`config.mk`:
```
export PLATFORM = sky130hd
export DESIGN_NAME = calculate_noise_power
export DESIGN_NICKNAME = d
export VERILOG_FILES = /design/src/rtl/calculate_noise_power.sv
export SDC_FILE = /design/constraint.sdc
export NUM_CORES = 1
export LEC_CHECK = 0
export CORE_ASPECT_RATIO = 1.1
export CORE_MARGIN = 4
export CORE_UTILIZATION = 45
export CTS_BUF_LIST = sky130_fd_sc_hd__clkbuf_8 sky130_fd_sc_hd__clkbuf_16
export DETAILED_ROUTE_END_ITERATION = 7
export SYNTH_ARGS = -nofsm -noshare
export SYNTH_HDL_FRONTEND = slang
export SYNTH_SLANG_ARGS = --single-unit
```
`constraint.sdc`:
```
create_clock -name clk -period 72.7 [get_ports clk]
set_clock_uncertainty 0.2 [all_clocks]
set_input_delay 10.905 -clock clk [delete_from_list [all_inputs] [get_ports clk]]
set_output_delay 10.905 -clock clk [all_outputs]
set_load 0.005 [all_outputs]
```
`src/rtl/calculate_noise_power.sv`:
```
// calculate_noise_power: second pass of the SNR noise path. Re-reads the
// stored noise samples, accumulates (x - mean)^2 and divides by the sample
// count to produce the noise variance.
module calculate_noise_power #(
  parameter int DATA_WIDTH   = 16,
  parameter int MEMORY_DEPTH = 5968,
  parameter int ADDR_WIDTH   = 13
) (
  input  logic                                   clk,
  input  logic                                   reset,
  input  logic                                   start,
  input  logic signed [DATA_WIDTH-1:0]           noise_mean,
  output logic                                   mem_rd_en,
  output logic [ADDR_WIDTH-1:0]                  mem_addr,
  input  logic signed [DATA_WIDTH-1:0]           mem_rd_data,
  output logic [2*DATA_WIDTH+2+ADDR_WIDTH-1:0]   sq_sum,
  output logic [2*DATA_WIDTH+1:0]                noise_power,
  output logic                                   busy,
  output logic                                   done_noise_power
);

  localparam int DIFF_W = DATA_WIDTH + 1;
  localparam int SQ_W   = 2 * DATA_WIDTH + 2;
  localparam int SUM_W  = SQ_W + ADDR_WIDTH;

  localparam logic [2:0] IDLE   = 3'd0;
  localparam logic [2:0] READ   = 3'd1;
  localparam logic [2:0] DRAIN  = 3'd2;
  localparam logic [2:0] DIVIDE = 3'd3;
  localparam logic [2:0] DONE   = 3'd4;

  localparam logic [ADDR_WIDTH-1:0] LAST_ADDR = ADDR_WIDTH'(MEMORY_DEPTH - 1);
  localparam logic [SUM_W-1:0]      DEPTH_DIV = SUM_W'(MEMORY_DEPTH);

  // Sign-extended subtraction; one extra bit means it can never overflow.
  function automatic logic signed [DIFF_W-1:0] sub_ext(
    input logic signed [DATA_WIDTH-1:0] a,
    input logic signed [DATA_WIDTH-1:0] b
  );
    logic signed [DIFF_W-1:0] ae;
    logic signed [DIFF_W-1:0] be;
    ae = {a[DATA_WIDTH-1], a};
    be = {b[DATA_WIDTH-1], b};
    return ae - be;
  endfunction

  // Square of a difference; always non-negative, so the result is unsigned.
  function automatic logic [SQ_W-1:0] square(input logic signed [DIFF_W-1:0] d);
    logic signed [SQ_W-1:0] de;
    logic signed [SQ_W-1:0] p;
    de = {{(SQ_W-DIFF_W){d[DIFF_W-1]}}, d};
    p  = de * de;
    return p;
  endfunction

  // Truncating divide by the sample count; the quotient always fits SQ_W bits.
  function automatic logic [SQ_W-1:0] divide_depth(input logic [SUM_W-1:0] s);
    logic [SUM_W-1:0] q;
    q = s / DEPTH_DIV;
    return q[SQ_W-1:0];
  endfunction

  logic [2:0]               state;
  logic                     vld_p0;
  logic                     vld_p1;
  logic signed [DATA_WIDTH-1:0] mean_q;
  logic signed [DIFF_W-1:0] diff_p1;
  logic [SQ_W-1:0]          sq_p1;
  logic                     accept;

  assign accept = start && ((state == IDLE) || (state == DONE));
  assign busy   = (state == READ) || (state == DRAIN) || (state == DIVIDE);

  // Mean is captured once per pass, on the accepted start.
  always_ff @(posedge clk) begin
    if (accept) mean_q <= noise_mean;
  end

  // ---- S1: read data -> registered deviation from the mean ----
  always_ff @(posedge clk) begin
    if (vld_p0) diff_p1 <= sub_ext(mem_rd_data, mean_q);
  end

  // ---- S2: squared deviation feeds the accumulator ----
  assign sq_p1 = square(diff_p1);

  // Control FSM, read address generation, valid pipeline and accumulator.
  always_ff @(posedge clk or negedge reset) begin
    if (!reset) begin
      state            <= IDLE;
      mem_rd_en        <= 1'b0;
      mem_addr         <= '0;
      vld_p0           <= 1'b0;
      vld_p1           <= 1'b0;
      sq_sum           <= '0;
      noise_power      <= '0;
      done_noise_power <= 1'b0;
    end else begin
      vld_p0 <= mem_rd_en;
      vld_p1 <= vld_p0;
      if (vld_p1) sq_sum <= sq_sum + SUM_W'(sq_p1);
      case (state)
        IDLE, DONE: begin
          if (start) begin
            state            <= READ;
            mem_rd_en        <= 1'b1;
            mem_addr         <= '0;
            sq_sum           <= '0;
            done_noise_power <= 1'b0;
          end
        end
        READ: begin
          if (mem_addr == LAST_ADDR) begin
            state     <= DRAIN;
            mem_rd_en <= 1'b0;
          end else begin
            mem_addr <= mem_addr + ADDR_WIDTH'(1);
          end
        end
        DRAIN: begin
          // With vld_p0 clear the last sample sits in S1 and is summed on
          // this edge, so DIVIDE sees the final sq_sum.
          if (!vld_p0) state <= DIVIDE;
        end
        DIVIDE: begin
          noise_power      <= divide_depth(sq_sum);
          done_noise_power <= 1'b1;
          state            <= DONE;
        end
        default: state <= IDLE;
      endcase
    end
  end

endmodule

```
==> results of run 1 <==
-- metal layers --
layer	track usage, %	part of all wire [%]
met5	0	0
met3	2.22	3.2
met4	5.58	1.8
met2	38.1	49
met1	29.9	46
-- cells in the mapped netlist (38+ instances only) --
master    instances
nor2_1          303
buf_4            48
o21a_1           56
o21ai_0         158
nand2_1         325
a211oi_1         38
nand3_1         117
clkbuf_1         72
a21oi_1         196
nor3_1          100
inv_1           400
o21bai_1         53
and3_1           38
o211ai_1         57
and2_1          101
o21ai_1          48
dfrtp_1         101
or3_1            44
mux2i_1          97
a21o_1           54
xor2_1           70
ha_1            136
a31oi_1          38
fa_1            273
xnor2_1         218
-- final cells by class --
type	instances	area, um^2	share of cell area, %
Clock buffer	17	425	1.21
Clock inverter	15	159	0.450
Inverter	413	1550	4.39
Multi-Input combinational cell	3316	27000	76.4
Sequential cell	134	3520	9.97
Tap cell	954	1190	3.38
Timing Repair Buffer	155	1490	4.23
-- final timing paths --
check | startpoint | to | cells after the start
min in group asynchronous | reset | noise_power[5] | 1
worst min register to register | done_noise_power | done_noise_power | 2
worst max register to register | sq_sum[39] | noise_power[0] | 104
worst min-delay path | done_noise_power | done_noise_power | 2
max in group asynchronous | reset | mem_addr[0] | 2
worst max-delay path | sq_sum[39] | noise_power[0] | 104
-- cell families after synthesis --
family / share of synthesized area, %
adders and majority gates: 22.2
xor gates and xnor gates: 8.44
buffers and inverters: 8.43
muxes: 4.58
and+or+nand+nor: 19.8
AOI/OAI and AO/OA: 26.0
DFF: 10.6
-- flip-flops by register name, indices dropped and copies added (netlist names), 3 cells and up --
signal	cells
diff_p1	17
state	3
mean_q	16
noise_power	34
sq_sum	47
mem_addr	13
-- worst register-to-register path, delay by kind of cell, from the launching register on --
kind | cells | cell delay (ps)
buf+inv | 1 | 300
simple gates | 24 | 8760
fa+ha+maj | 1 | 340
mux | 8 | 3750
compound gates | 64 | 23480
flops | 1 | 610
xor+xnor | 6 | 2780
-- metrics by stage --
stage          std cells  cell area, um^2  setup WS [ps]
2_1_floorplan       4062            33300          42480
3_3_place_gp        4972            34700          34290
3_5_place_dp        4972            34700          33050
4_1_cts             5004            35300          32970
5_1_grt             5004            35300          28930
6_report            5004            35300          32430
==> flow_metrics.tcl, run 1 <==
set metrics [dict create \
    setup_tns_ps 0 \
    synth_area_leaders "fa_1, dfrtp_1, xnor2_1" \
    clock-root-buffer "clkbuf_16" \
    post_cts_hold_buffer_count 0 \
    slowest_stage "xnor2_1" \
    cp-start-kind "register" \
    cts_tree "yes" \
    final_util_pct 48.2 \
    grt-ovfl-total 0 \
    max_freq_mhz 24.8 \
    firstDrtPassIters 5 \
    dieArea_um2 78400 \
    place_congestion 0.908 \
    via_per_inst 5.89 \
    die_x_um 267 \
    period_share_pct 55.4 \
    via_count 29500 \
    wl_per_cell_um 17.4 \
    grtUsageTotal_pct 22.1 \
    drtAntennaViolNets 0 \
    hold_viol_final 0 \
    clk_pin_slew_worst_paths_ps 70 \
    antenna_cells 0 \
    yosysTopAreaCellShare_pct 16.4 \
    cts_max_level 4 \
    ys.flop_type "dfrtp_1" \
    slowest_delay_ps 900 \
    synth_top_area_cell "fa_1" \
    pin_count 132 \
    antenna_found_initial 0 \
    synth.avg_cell_area_um2 8.19 \
    critPathRequiredTime_ps 72940 \
    rows 104 \
    path_delay_family "compound AO/OA/AOI/OAI gates" \
    cts_resized 0 \
    cts_buffer_depth 2 \
    rsz0062_at_grt "no" \
    clk_latency_ps 500 \
    tightest_slew_ps 1160 \
    drt_iter0_markers 2152 \
    post_cts_buffers 0 \
    grt_pass1_wl_mm 145 \
    syn_area_um2 33300 \
    cp_max_fo 27 \
    whs_ps 275 \
    async_reset_ff_share_pct 75.4 \
    first_global_vias 28300 \
    synth.net_count 4506 \
    synth_warnings 0 \
    maxSlewViolCount 0 \
    synth_cell_types 166 \
    ff2ff_setup_slack_ps 32430 \
    core-area_um2 73300 \
    io_buffers 131 \
    place_hpwl_mm 68.2 \
    ys_seq_area_share_pct 10.6 \
    synthToLayoutAreaGrowth_pct 6.06 \
    period_minus_slack_ps 40270 \
    nets 4481 \
    cp-end-kind "register" \
    wl_mm 87.1 \
    path_class "register to register" \
    synth_enable_flop_cells 33 \
    start_util_pct 45.4 \
    numCtsBuffers 17 \
    fillers 7274 \
    cts.sinks 134 \
    critical_path_buf_inv_count 1 \
    ys_ff_latch 134 \
    setup_viol 0 \
    cp_data_arrival_time_ps 40510 \
    grt_max_degree 52 \
    max_slew_margin_pct 22.3 \
    hp-class "register to register" \
    die_h_um 293 \
    drc_errors 0 \
    final_cell_mix "inv_1, nand2_1, nor2_1" \
    status "completed" \
    maxCapViolCount 0 \
    drive_gt1_share_pct 7.80 \
    postSynthCellCount 4062 \
    mostFrequentLayoutCell "inv_1" \
]
Power of run 1 is left out: the tool's default activity adds up to more than one toggle a clock period on the data nets, which glitch-free logic cannot reach.
==> run 2, diff against run 1 <==
clock period = 34.3 ns   (was 72.7 ns; I/O delays follow)
==> flow_metrics.tcl, run 2 (synthesis gave the netlist of run 1 again) <==
set metrics [dict create \
    place_congestion 0.933 \
    die_x_um 267 \
    grt-ovfl-total 0 \
    crit_top_cell "buf_4" \
    dp.cells 5023 \
    cp_data_arrival_time_ps 32620 \
    cts_buffer_depth 2 \
    place_hpwl_mm 69.0 \
    largest_reg_flops 47 \
    holdCritStartpoint "done_noise_power" \
    start_util_pct 45.4 \
    numCtsBuffers 17 \
    critPathRequiredTime_ps 34480 \
    cp_max_fo 21 \
    max_flop_register "sq_sum" \
    period_share_pct 94.6 \
    drt_iter0_markers 2291 \
    io_buffers 131 \
    via_per_inst 5.87 \
    nets 4562 \
    period_minus_slack_ps 32440 \
    slowest_stage "or4b_4" \
    grtUsageTotal_pct 22.1 \
    cp-start-kind "register" \
    r2r_start "sq_sum[39]" \
    firstDrtPassIters 5 \
    clk_latency_ps 500 \
    cts_tree "yes" \
    status "completed" \
    setup_ws_ps 1860 \
    hold_viol_final 0 \
    clk_pin_slew_worst_paths_ps 80 \
    maxCapViolCount 0 \
    antenna_cells 0 \
    rr_worst_depth 113 \
    grt_pass1_wl_mm 146 \
    reg2reg_to "noise_power[0]" \
    wl_mm 89.0 \
    reg_top3 "sq_sum (47), noise_power (34), diff_p1 (17)" \
    drtAntennaViolNets 0 \
    tightest_slew_ps 1070 \
    clock-root-buffer "clkbuf_16" \
    cts_max_level 4 \
    max_slew_margin_pct 28.0 \
    ff2ff_setup_slack_ps 1860 \
    first_global_vias 28500 \
    pre_cts_ws_ps 307 \
    worst_hold_path.endpoint "done_noise_power" \
    pin_count 132 \
    max_freq_mhz 30.8 \
    synthToLayoutAreaGrowth_pct 9.47 \
    setup_viol 0 \
    post_cts_hold_buffer_count 0 \
    drc_errors 0 \
    wl_per_cell_um 17.5 \
    cp-end-kind "register" \
    antenna_found_initial 1 \
    cts.sinks 134 \
    slowest_delay_ps 600 \
    final_cells 5085 \
    mostFrequentLayoutCell "inv_1" \
    core-area_um2 73300 \
    setup_tns_ps 0 \
    drive_gt1_share_pct 11.3 \
    final_cell_mix "inv_1, nand2_1, nor2_1" \
    maxSlewViolCount 0 \
    holdPathStages 2 \
    rows 104 \
    hp-class "register to register" \
    grt_max_degree 59 \
    die_h_um 293 \
    via_count 29800 \
    dieArea_um2 78400 \
    path_class "register to register" \
]
## run 2: changes by cell type in the layout (fill, tap and decap cells not counted), moves of 5 or more
cell,delta
a211oi_4,+5
buf_4,+79
dfrtp_1,-9
dfrtp_2,+9
mux2i_1,-5
nor2_1,-5
xor2_1,-5
## run 2: routing by layer
| metal | GRT usage, % | wire length, um | up-vias |
|---|---|---|---|
| met5 | 0 | 0 | - |
| met4 | 6.47 | 2220 | 0 |
| met3 | 2.54 | 3520 | 130 |
| met2 | 37.7 | 43200 | 724 |
| met1 | 29.7 | 40100 | 14300 |
| li1 | - | - | 14600 |
## run 2: worst max path at each step
stage / startpoint / end / depth (start not counted)
detailed placement: sq_sum[45] / noise_power[0] / 110
global placement: sq_sum[45] / noise_power[0] / 110
floorplan: sq_sum[39] / noise_power[0] / 113
finish: sq_sum[39] / noise_power[0] / 113
CTS: sq_sum[45] / noise_power[0] / 111
global route: sq_sum[42] / noise_power[0] / 113
## run 2: through the flow
stage | area, um^2 | util [%] | hold slack, ps
after global placement | 35100 | 47.9 | 261
final | 36400 | 49.7 | 276
after floorplan | 33300 | - | 215
after global routing | 36400 | 49.7 | 322
after detailed placement | 35100 | 47.9 | 264
after CTS | 35700 | 48.7 | 282
## run 2: final cells by class
| class | count | area [um^2] |
|---|---|---|
| Multi-Input combinational cell | 3317 | 27400 |
| Clock buffer | 17 | 425 |
| Fill cell | 7155 | 36800 |
| Tap cell | 954 | 1190 |
| Timing Repair Buffer | 235 | 2110 |
| Clock inverter | 15 | 176 |
| Sequential cell | 134 | 3530 |
| Inverter | 413 | 1550 |
## run 2: worst max-delay path: cells and delay by family (launching register included)
kind	cells	cell delay [ps]
fa+ha+maj	1	410
mux	13	4480
buf+inv	10	2010
simple gates	25	7230
compound gates	60	16230
xor+xnor	4	1140
flops	1	540
## run 2: repair_timing
| action | CTS | global route |
|---|---|---|
| setup buffers | 0 | 29 |
| endpoints found under the setup margin | 0 | 4 |
| resized for setup | 0 | 94 |
Power of run 2 is left out for the same reason.
